[config.mk]
export PLATFORM = sky130hd
export DESIGN_NAME = pps_conditioner
export DESIGN_NICKNAME = d
export VERILOG_FILES = /design/src/rtl/pps_conditioner.sv
export SDC_FILE = /design/constraint.sdc
export NUM_CORES = 1
export LEC_CHECK = 0
export CAP_MARGIN = 20
export CORE_ASPECT_RATIO = 0.6
export CORE_MARGIN = 3
export CORE_UTILIZATION = 35
export DETAILED_ROUTE_END_ITERATION = 12
export GPL_TIMING_DRIVEN = 0
export SLEW_MARGIN = 20
export SYNTH_ARGS = -nofsm -noshare
export SYNTH_HDL_FRONTEND = slang
export SYNTH_SLANG_ARGS = --single-unit
[constraint.sdc]
create_clock -name clk_62m5 -period 4.45 [get_ports clk_62m5]
set_input_delay 0.6675 -clock clk_62m5 [delete_from_list [all_inputs] [get_ports clk_62m5]]
set_output_delay 0.6675 -clock clk_62m5 [all_outputs]
set_load 0.05 [all_outputs]
[src/rtl/pps_conditioner.sv]
// pps_conditioner: synchronises and period-qualifies the raw GPS PPS, with holdover pulses when edges go missing.
// Optional build macro PPS_PERIOD_MEAS_EN: when defined, last_period and glitch_count are live; otherwise both read 0.
module pps_conditioner #(
    parameter int NOMINAL_PERIOD = 62500000,
    parameter int TOLERANCE      = 6250,
    parameter int PULSE_CYCLES   = 6250000,
    parameter int LOCK_COUNT     = 3,
    parameter int HOLDOVER_MAX   = 10,
    localparam int CW = $clog2(NOMINAL_PERIOD + TOLERANCE + 1)
) (
    input  logic          clk_62m5,
    input  logic          rst_n,
    input  logic          pps_in,
    output logic          one_pps,
    output logic          pps_locked,
    output logic          pps_holdover,
    output logic [CW-1:0] last_period,
    output logic [15:0]   glitch_count
);

    localparam int CW1    = CW + 1;
    localparam int WIN_LO = NOMINAL_PERIOD - TOLERANCE;
    localparam int WIN_HI = NOMINAL_PERIOD + TOLERANCE;
    localparam int WW     = $clog2(PULSE_CYCLES + 1);
    localparam int GW     = $clog2(LOCK_COUNT + 1);
    localparam int MW     = $clog2(HOLDOVER_MAX + 1);

    localparam logic [CW:0]   LO_C       = CW1'(WIN_LO);
    localparam logic [CW:0]   HI_C       = CW1'(WIN_HI);
    localparam logic [CW:0]   ONE_C      = CW1'(1);
    localparam logic [CW-1:0] CNT_MAX    = CW'(WIN_HI);
    localparam logic [WW-1:0] PULSE_LAST = WW'(PULSE_CYCLES - 1);
    localparam logic [WW-1:0] WIDTH_ONE  = WW'(1);
    localparam logic [GW-1:0] LAST_GOOD  = GW'(LOCK_COUNT - 1);
    localparam logic [GW-1:0] GOOD_ONE   = GW'(1);
    localparam logic [MW-1:0] MISS_MAX_C = MW'(HOLDOVER_MAX);
    localparam logic [MW-1:0] MISS_ONE   = MW'(1);

    typedef enum logic [1:0] {UNLOCKED, ACQUIRE, LOCKED, HOLDOVER} state_t;

    state_t        state_q, state_d;
    logic          sync1_q, sync2_q, sync2_dly_q;
    logic [CW-1:0] cnt_q, cnt_d;
    logic [CW-1:0] period_q, period_d;
    logic [GW-1:0] good_q, good_d;
    logic [MW-1:0] miss_q, miss_d;
    logic [WW-1:0] width_q, width_d;
    logic          one_pps_q, one_pps_d;
    logic          locked_q, locked_d;
    logic          holdover_q, holdover_d;

    logic          pps_edge, in_win, at_limit, synth_due, fire, drop;
    logic [CW:0]   cnt_inc;

    // cnt_inc is the distance from the previous accepted edge or synthetic pulse.
    assign pps_edge  = sync2_q & ~sync2_dly_q;
    assign cnt_inc   = {1'b0, cnt_q} + ONE_C;
    assign in_win    = (cnt_inc >= LO_C) && (cnt_inc <= HI_C);
    assign at_limit  = (cnt_inc == HI_C);
    assign synth_due = ({1'b0, period_q} == cnt_inc) && (miss_q < MISS_MAX_C);

    always_comb begin
        state_d   = state_q;
        cnt_d     = (cnt_q == CNT_MAX) ? cnt_q : cnt_inc[CW-1:0];
        period_d  = period_q;
        good_d    = good_q;
        miss_d    = miss_q;
        fire      = 1'b0;
        drop      = 1'b0;
        case (state_q)
            UNLOCKED: begin
                if (pps_edge) begin
                    cnt_d   = '0;
                    good_d  = '0;
                    state_d = ACQUIRE;
                end
            end
            ACQUIRE: begin
                if (pps_edge) begin
                    cnt_d = '0;
                    if (in_win) begin
                        period_d = cnt_inc[CW-1:0];
                        if (good_q == LAST_GOOD) begin
                            good_d  = '0;
                            fire    = 1'b1;
                            state_d = LOCKED;
                        end else begin
                            good_d = good_q + GOOD_ONE;
                        end
                    end else begin
                        good_d = '0;
                    end
                end else if (at_limit) begin
                    state_d = UNLOCKED;
                end
            end
            LOCKED: begin
                // At the limit cycle an edge is still in-window, so it beats the synthetic pulse.
                if (pps_edge && in_win) begin
                    fire     = 1'b1;
                    cnt_d    = '0;
                    period_d = cnt_inc[CW-1:0];
                end else if (at_limit) begin
                    fire    = 1'b1;
                    cnt_d   = '0;
                    miss_d  = MISS_ONE;
                    state_d = HOLDOVER;
                end
            end
            HOLDOVER: begin
                if (pps_edge && in_win) begin
                    fire    = 1'b1;
                    cnt_d   = '0;
                    miss_d  = '0;
                    state_d = LOCKED;
                end else if (synth_due) begin
                    fire   = 1'b1;
                    cnt_d  = '0;
                    miss_d = miss_q + MISS_ONE;
                end else if ((miss_q == MISS_MAX_C) && at_limit) begin
                    drop    = 1'b1;
                    miss_d  = '0;
                    state_d = UNLOCKED;
                end
            end
            default: state_d = UNLOCKED;
        endcase
    end

    always_comb begin
        locked_d   = (state_d == LOCKED) || (state_d == HOLDOVER);
        holdover_d = (state_d == HOLDOVER);
        one_pps_d  = one_pps_q;
        width_d    = width_q;
        // A new pulse reloads the width counter even if one_pps is already high.
        if (fire) begin
            one_pps_d = 1'b1;
            width_d   = PULSE_LAST;
        end else if (drop) begin
            one_pps_d = 1'b0;
            width_d   = '0;
        end else if (one_pps_q) begin
            if (width_q == '0) begin
                one_pps_d = 1'b0;
            end else begin
                width_d = width_q - WIDTH_ONE;
            end
        end
    end

    always_ff @(posedge clk_62m5 or negedge rst_n) begin
        if (!rst_n) begin
            state_q     <= UNLOCKED;
            sync1_q     <= 1'b0;
            sync2_q     <= 1'b0;
            sync2_dly_q <= 1'b0;
            cnt_q       <= '0;
            period_q    <= '0;
            good_q      <= '0;
            miss_q      <= '0;
            width_q     <= '0;
            one_pps_q   <= 1'b0;
            locked_q    <= 1'b0;
            holdover_q  <= 1'b0;
        end else begin
            state_q     <= state_d;
            sync1_q     <= pps_in;
            sync2_q     <= sync1_q;
            sync2_dly_q <= sync2_q;
            cnt_q       <= cnt_d;
            period_q    <= period_d;
            good_q      <= good_d;
            miss_q      <= miss_d;
            width_q     <= width_d;
            one_pps_q   <= one_pps_d;
            locked_q    <= locked_d;
            holdover_q  <= holdover_d;
        end
    end

    assign one_pps      = one_pps_q;
    assign pps_locked   = locked_q;
    assign pps_holdover = holdover_q;

`ifdef PPS_PERIOD_MEAS_EN
    logic [15:0] glitch_q, glitch_d;
    logic        reject;

    // Any edge that is seen while tracking but falls outside the window is a glitch.
    assign reject = pps_edge && !in_win && (state_q != UNLOCKED);

    always_comb begin
        glitch_d = glitch_q;
        if (reject && (glitch_q != 16'hFFFF)) begin
            glitch_d = glitch_q + 16'd1;
        end
    end

    always_ff @(posedge clk_62m5 or negedge rst_n) begin
        if (!rst_n) begin
            glitch_q <= '0;
        end else begin
            glitch_q <= glitch_d;
        end
    end

    assign last_period  = period_q;
    assign glitch_count = glitch_q;
`else
    assign last_period  = '0;
    assign glitch_count = '0;
`endif

endmodule

# Word-level counts from Yosys, hierarchy flattened
# Cells that the tools add are included.
[op_classes]
n_addsub = 4
multipliers = 0
n_eq_ne = 18
n_mux = 53
n_lt_le_gt_ge = 3
div = 0
shifts = 0
n_bitwise = 2
n_reduce_logical = 16
[op_table]
columns = ["cell", "n"]
rows = [
  ["26-bit 2-to-1 mux", 9],
  ["23-bit 2-to-1 mux", 4],
  ["26-bit case mux with 3 select lines", 1],
  ["26-bit case mux with 2 select lines", 1],
  ["2-bit 2-to-1 mux", 14],
  ["26-bit by 1-bit adder with 27-bit output, second input constant", 1],
  ["26-bit by 27-bit equality test with 1-bit output", 1],
  ["27-bit by 26-bit equality test with 1-bit output, second input constant", 1],
  ["27-bit by 26-bit greater-or-equal comparator with 1-bit output, second input constant", 1],
  ["27-bit by 26-bit <= comparator with 1-bit output, second input constant", 1],
  ["26-bit equality test, second input constant", 1],
  ["23-bit logical NOT", 1],
  ["23-bit by 1-bit subtractor with 23-bit output, second input constant", 1],
  ["4-bit 2-to-1 mux", 5],
  ["1-bit 2-to-1 mux", 15],
  ["2-bit inequality test, second input constant", 6],
  ["2-bit equality test, second input constant", 5],
  ["2-bit case mux with 4 select lines", 1],
  ["4-bit case mux with 2 select lines", 1],
  ["4-bit AND reduction", 2],
  ["2-bit nonzero test", 3],
  ["4-bit by 1-bit adder with 4-bit output, second input constant", 1],
  ["4-bit equality test, second input constant", 1],
  ["1-bit logical AND", 4],
  ["other kinds (15)", 15],
]
[totals]
ram_bits = 0
mem_count = 0
register_bits = 89
elab_cells = 108
rom_bits = 0
latch_bits = 0

# Longest topological paths before layout
[depth]
word_depth = 9
ltp_mapped = 15
mapped_depth_nobuf = 12

# Least setup slack after synthesis
# No wires, ideal clock.
[synth_timing]
path_type = "reg2reg"
start = "register cnt_q[0]"
end = "register width_q[11]"
setup_ns = 0.125
slack_ns = 1.377
path_stages_with_launch = 13
path_buffers = 2
arrival_time_ns = 2.948
cell_sequence = "dfrtp_1 -> ha_1 -> nand4_4 -> nor4_4 -> buf_4 -> nor3b_1 -> o211ai_1 -> a211oi_2 -> nand2_1 -> or4_4 -> nor3_4 -> buf_4 -> o21ai_1"
[synth_via]
elab_chain_cells = 9
word_cells_on_any_way = 25
cone_classes = "add/sub: 1; order compare: 2; eq/ne: 3; mux: 13; reduce/logical: 6"
[synth_rtl]
columns = ["item", "line", "text"]
rows = [
  ["start: declaration", "43", "logic [CW-1:0] cnt_q, cnt_d;"],
  ["start signal: assignment", "170", "cnt_q <= cnt_d;"],
  ["26-bit by 1-bit adder with 27-bit output (*)", "57", "assign cnt_inc = {1'b0, cnt_q} + ONE_C;"],
  ["parallel branches: the longest is 8 deep, another holds 27-bit by 26-bit greater-or-equal comparator with 1-bit output", "n/a", ""],
  ["end signal: assignment", "174", "width_q <= width_d;"],
  ["end: declaration", "47", "logic [WW-1:0] width_q, width_d;"],
]
# Mark *: on every way between the ends.
# A chain may end at the register's enable or synchronous reset.

# Worst setup path after layout
[layout_timing]
start = "register cnt_q[18]"
end = "register cnt_q[18]"
[layout_via]
elab_chain_cells = 6
word_cells_on_any_way = 16
cone_classes = "add/sub: 1; order compare: 2; eq/ne: 3; mux: 7; reduce/logical: 3"
[layout_rtl]
columns = ["item", "line", "text"]
rows = [
  ["26-bit by 1-bit adder with 27-bit output", "57", ""],
  ["27-bit by 26-bit greater-or-equal comparator with 1-bit output, or another cell as far along", "58", "assign in_win = (cnt_inc >= LO_C) && (cnt_inc <= HI_C);"],
  ["1-bit logical AND (on tied branches)", "58, 60", ""],
  ["1-bit logical AND / 26-bit 2-to-1 mux (equally long branches)", "99, 111, 116", ""],
  ["26-bit 2-to-1 mux (on tied branches)", "111, 99", ""],
  ["26-bit case mux with 3 select lines (*)", "70", "case (state_q)"],
  ["via cnt_d[18]", "43", ""],
]
# Mark *: on every way through the listed nets, which the timed path passes. The rest lies on a longest branch.

==> results.py <==
metrics = {
    "worst_hold_path": {
        "holdCritPathClass": "primary input to asynchronous set/reset pin",
    },
    "setup_path": {
        "start_kind": "register",
        "worstRegToRegCells": 12,
        "cp-end-kind": "register",
        "cp.required_ps": 4660,
        "regToRegStartpoint": "cnt_q[18]$_DFF_PN0_",
        "r2r-end": "cnt_q[18]$_DFF_PN0_",
        "path_max_fanout": 10,
        "worstPathArrival_ps": 4510,
        "crit_type": "register to register",
        "r2r_slack_ps": 150,
    },
    "floorplanning": {
        "chipHeight_um": 110.4,
        "io_pins": 48,
        "initial_utilization_pct": 36.46,
        "dieArea_mm2": 0.01989,
        "chipWidth_um": 180.1,
        "rows": 37,
        "core_mm2": 0.01745,
    },
    "timing": {
        "drv_slew": 0,
        "slew_headroom_pct": 44.41,
        "skew_ps": 17.35,
        "rsz0062_at_grt": "no",
        "period_needed_ps": 4297,
        "fin_ws_ps": 153.5,
        "timing.setup.tns_ps": 0,
        "fmax_ghz": 0.2327,
        "whs_ps": 206.2,
        "setup_violations": 0,
        "fin_crit_sh_pct": 96.55,
        "worst_pin_slew_ps": 826.3,
        "hold_violations": 0,
    },
    "cells_and_area": {
        "drive_above_1_share_pct": 15.02,
        "utilization_pct": 41.36,
        "seqCellArea_mm2": 0.002202,
        "layout.nets": 763,
        "n_antenna_cell": 0,
        "finalNonFillerCells": 993,
        "layout.cells.most_common": "dfrtp_1",
        "fillers": 1674,
        "multi_input_area_mm2": 0.003796,
        "area_delta_synth_final_pct": 13.43,
        "layout_common_cells": "dfrtp_1 (88), nor2_1 (61), nand2_1 (53)",
    },
    "synth": {
        "muxShareOfSynthArea_pct": 1.199,
        "synthAdderAreaFrac_pct": 1.180,
        "avgSynthCellArea_um2": 9.169,
        "synth_top_family_by_area": "simple AND/OR/NAND/NOR gates",
        "synth_edf_count": 0,
        "syn_inst": 694,
        "ys_types": 84,
        "ys_ff_latch": 88,
        "synth_flop_cell": "dfrtp_1",
        "synthArstFlopShare_pct": 100.0,
        "seq_area_frac_synth_pct": 34.60,
        "synth_compound_area_share_pct": 13.21,
        "synth_area_mm2": 0.006364,
        "yosysWarnings": 0,
        "synth_simple_gate_area_share_pct": 28.02,
        "yosys.area_share.xor_xnor_pct": 13.35,
    },
    "global_route": {
        "grt_max_degree": 60,
        "grt_pass1_wl_um": 28050,
        "grt_pass1_vias": 4649,
        "grt_overflow": 0,
        "antenna_found_initial": 0,
        "globalRouteTotalUtil_pct": 17.81,
    },
    "cts": {
        "cts.clk_slew.worst_paths_ps": 60,
        "cts_max_level": 3,
        "root_buffer": "clkbuf_16",
        "clock_tree.buffer_depth": 2,
        "clock-sinks": 88,
        "cts_tree": "built",
        "cts_buffers": 9,
        "insertion_delay_ps": 350,
    },
    "routing": {
        "wl_per_cell_um": 18.11,
        "post-route-drc-count": 0,
        "ant_nets": 0,
        "dr.pass1.iters": 5,
        "via_count": 5285,
        "drt_iter0_drc": 744,
        "finalWirelength_um": 17980,
        "vias_per_cell": 5.322,
    },
    "power_and_ir_drop": {
        "leakage_nw": 3.285,
        "p_per_area_mw_per_mm2": 279.2,
        "vdd_drop_max_v": 0.0001609,
    },
    "place": {
        "hpwl_um": 13900,
        "dp_worst_setup_slack_ps": 124.5,
        "gp_congestion": 0.9795,
        "placed_cells": 975,
        "io_buffers": 5,
    },
    "flow_run": {
        "drv_cap": 0,
    },
    "run_status": {
        "status": "complete, no violations",
    },
}
cell type report:
class | count | area share, %
inverter | 14 | 0.7280
buffer | 79 | 6.656
sequential | 88 | 30.51
timing repair buffer | 8 | 1.300
multi-input combinational | 554 | 52.59
clock buffer | 12 | 3.415
tap | 234 | 4.056
clock inverter | 4 | 0.7454
worst max-delay path, stage by stage, from the launching register on:
cell and delay [ps]:
dfrtp_1 320, clkbuf_1 460, nand4_1 450, nor2_1 460, o2bb2ai_1 130, nor3_1 430
o31ai_1 260, a311oi_1 300, a21bo_2 310, a21oi_1 150, o22ai_4 410, buf_2 390
nor2_1 90
timing repair:
action                     in CTS  in global routing
hold endpoints to repair        0                  0
setup buffers                   0                  2
setup endpoints to repair       0                 25
hold buffers                    0                  0
resized for setup               0                  2
where the power goes:
part           internal [mW]  switching [mW]
logic                  0.132           0.286
clock network          0.452           0.316
registers              0.814          0.0143
routing by layer:
layer	global-route usage (%)	routed length, um	vias up
met2	20.84	6245	237
li1	-	-	2520
met1	29.89	9499	2517
met3	6.847	2153	11
met5	0	0	-
met4	2.351	86	0
worst max path at each step:
stage	startpoint	endpoint
global route	cnt_q[0]$_DFF_PN0_	cnt_q[5]$_DFF_PN0_
finish	cnt_q[18]$_DFF_PN0_	cnt_q[18]$_DFF_PN0_
CTS	cnt_q[0]$_DFF_PN0_	cnt_q[5]$_DFF_PN0_
floorplan	cnt_q[0]$_DFF_PN0_	width_q[11]$_DFFE_PN0P_
global placement	rst_n	period_q[9]$_DFFE_PN0P_
detailed placement	cnt_q[0]$_DFF_PN0_	cnt_q[6]$_DFF_PN0_
sequential cells by signal (all words and copies together), names as in the netlist:
signal and flops:
width_q 23, one_pps 1, good_q 2, period_q 26, miss_q 4, sync2_dly_q 1, sync2_q 1, state_q 1
cnt_q 26, pps_holdover 1, pps_locked 1, sync1_q 1
cells in the mapped netlist (4+ instances only):
| cell type | instances | share of area [%] |
|---|---|---|
| dfrtp_1 | 88 | 35 |
| nor2_1 | 61 | 3.6 |
| nand2_1 | 53 | 3.1 |
| xnor2_1 | 49 | 6.7 |
| buf_4 | 44 | 5.2 |
| nand3_1 | 30 | 2.4 |
| o21ai_1 | 22 | 1.7 |
| nand4_1 | 21 | 2.1 |
| xor2_1 | 20 | 2.8 |
| a21oi_1 | 18 | 1.4 |
| clkbuf_1 | 18 | 1.1 |
| nor3_1 | 18 | 1.4 |
| o21ai_0 | 18 | 1.4 |
| nand2b_1 | 17 | 1.7 |
| buf_2 | 15 | 1.2 |
| nor4_1 | 15 | 1.5 |
| inv_1 | 14 | 0.83 |
| nor2b_1 | 13 | 1.3 |
| and3_1 | 11 | 1.1 |
| nor3b_1 | 7 | 0.83 |
| xnor3_1 | 7 | 2.5 |
| and2_1 | 6 | 0.59 |
| and4_1 | 6 | 0.83 |
| ha_1 | 6 | 1.2 |
| nor4_4 | 5 | 1.7 |
| nor4b_1 | 5 | 0.69 |
| o31ai_1 | 5 | 0.59 |
| a211oi_1 | 4 | 0.47 |
| a311oi_1 | 4 | 0.55 |
| a31o_2 | 4 | 0.55 |
| mux2_1 | 4 | 0.71 |
| nand3b_1 | 4 | 0.47 |
| nor4_2 | 4 | 0.79 |
| o211a_1 | 4 | 0.63 |
| o22ai_1 | 4 | 0.39 |
cell families after synthesis:
kind of cell	Yosys count
AND/OR/NAND/NOR	300
adder cells (fa/ha/maj)	6
multiplexers	7
buffers and inverters	93
flip-flops	88
other	1
AO/OA/AOI/OAI	119
XOR/XNOR	80
metrics by stage:
| stage | power (mW) | area (um2) |
|---|---|---|
| after detailed placement | 1.245 | 6889 |
| after global routing | 2.097 | 7218 |
| after global placement | 1.242 | 6860 |
| final | 2.015 | 7218 |
| after CTS | 2.019 | 7189 |
| after floorplan | 1.152 | 6518 |
Power figures use the tool's default switching activity.
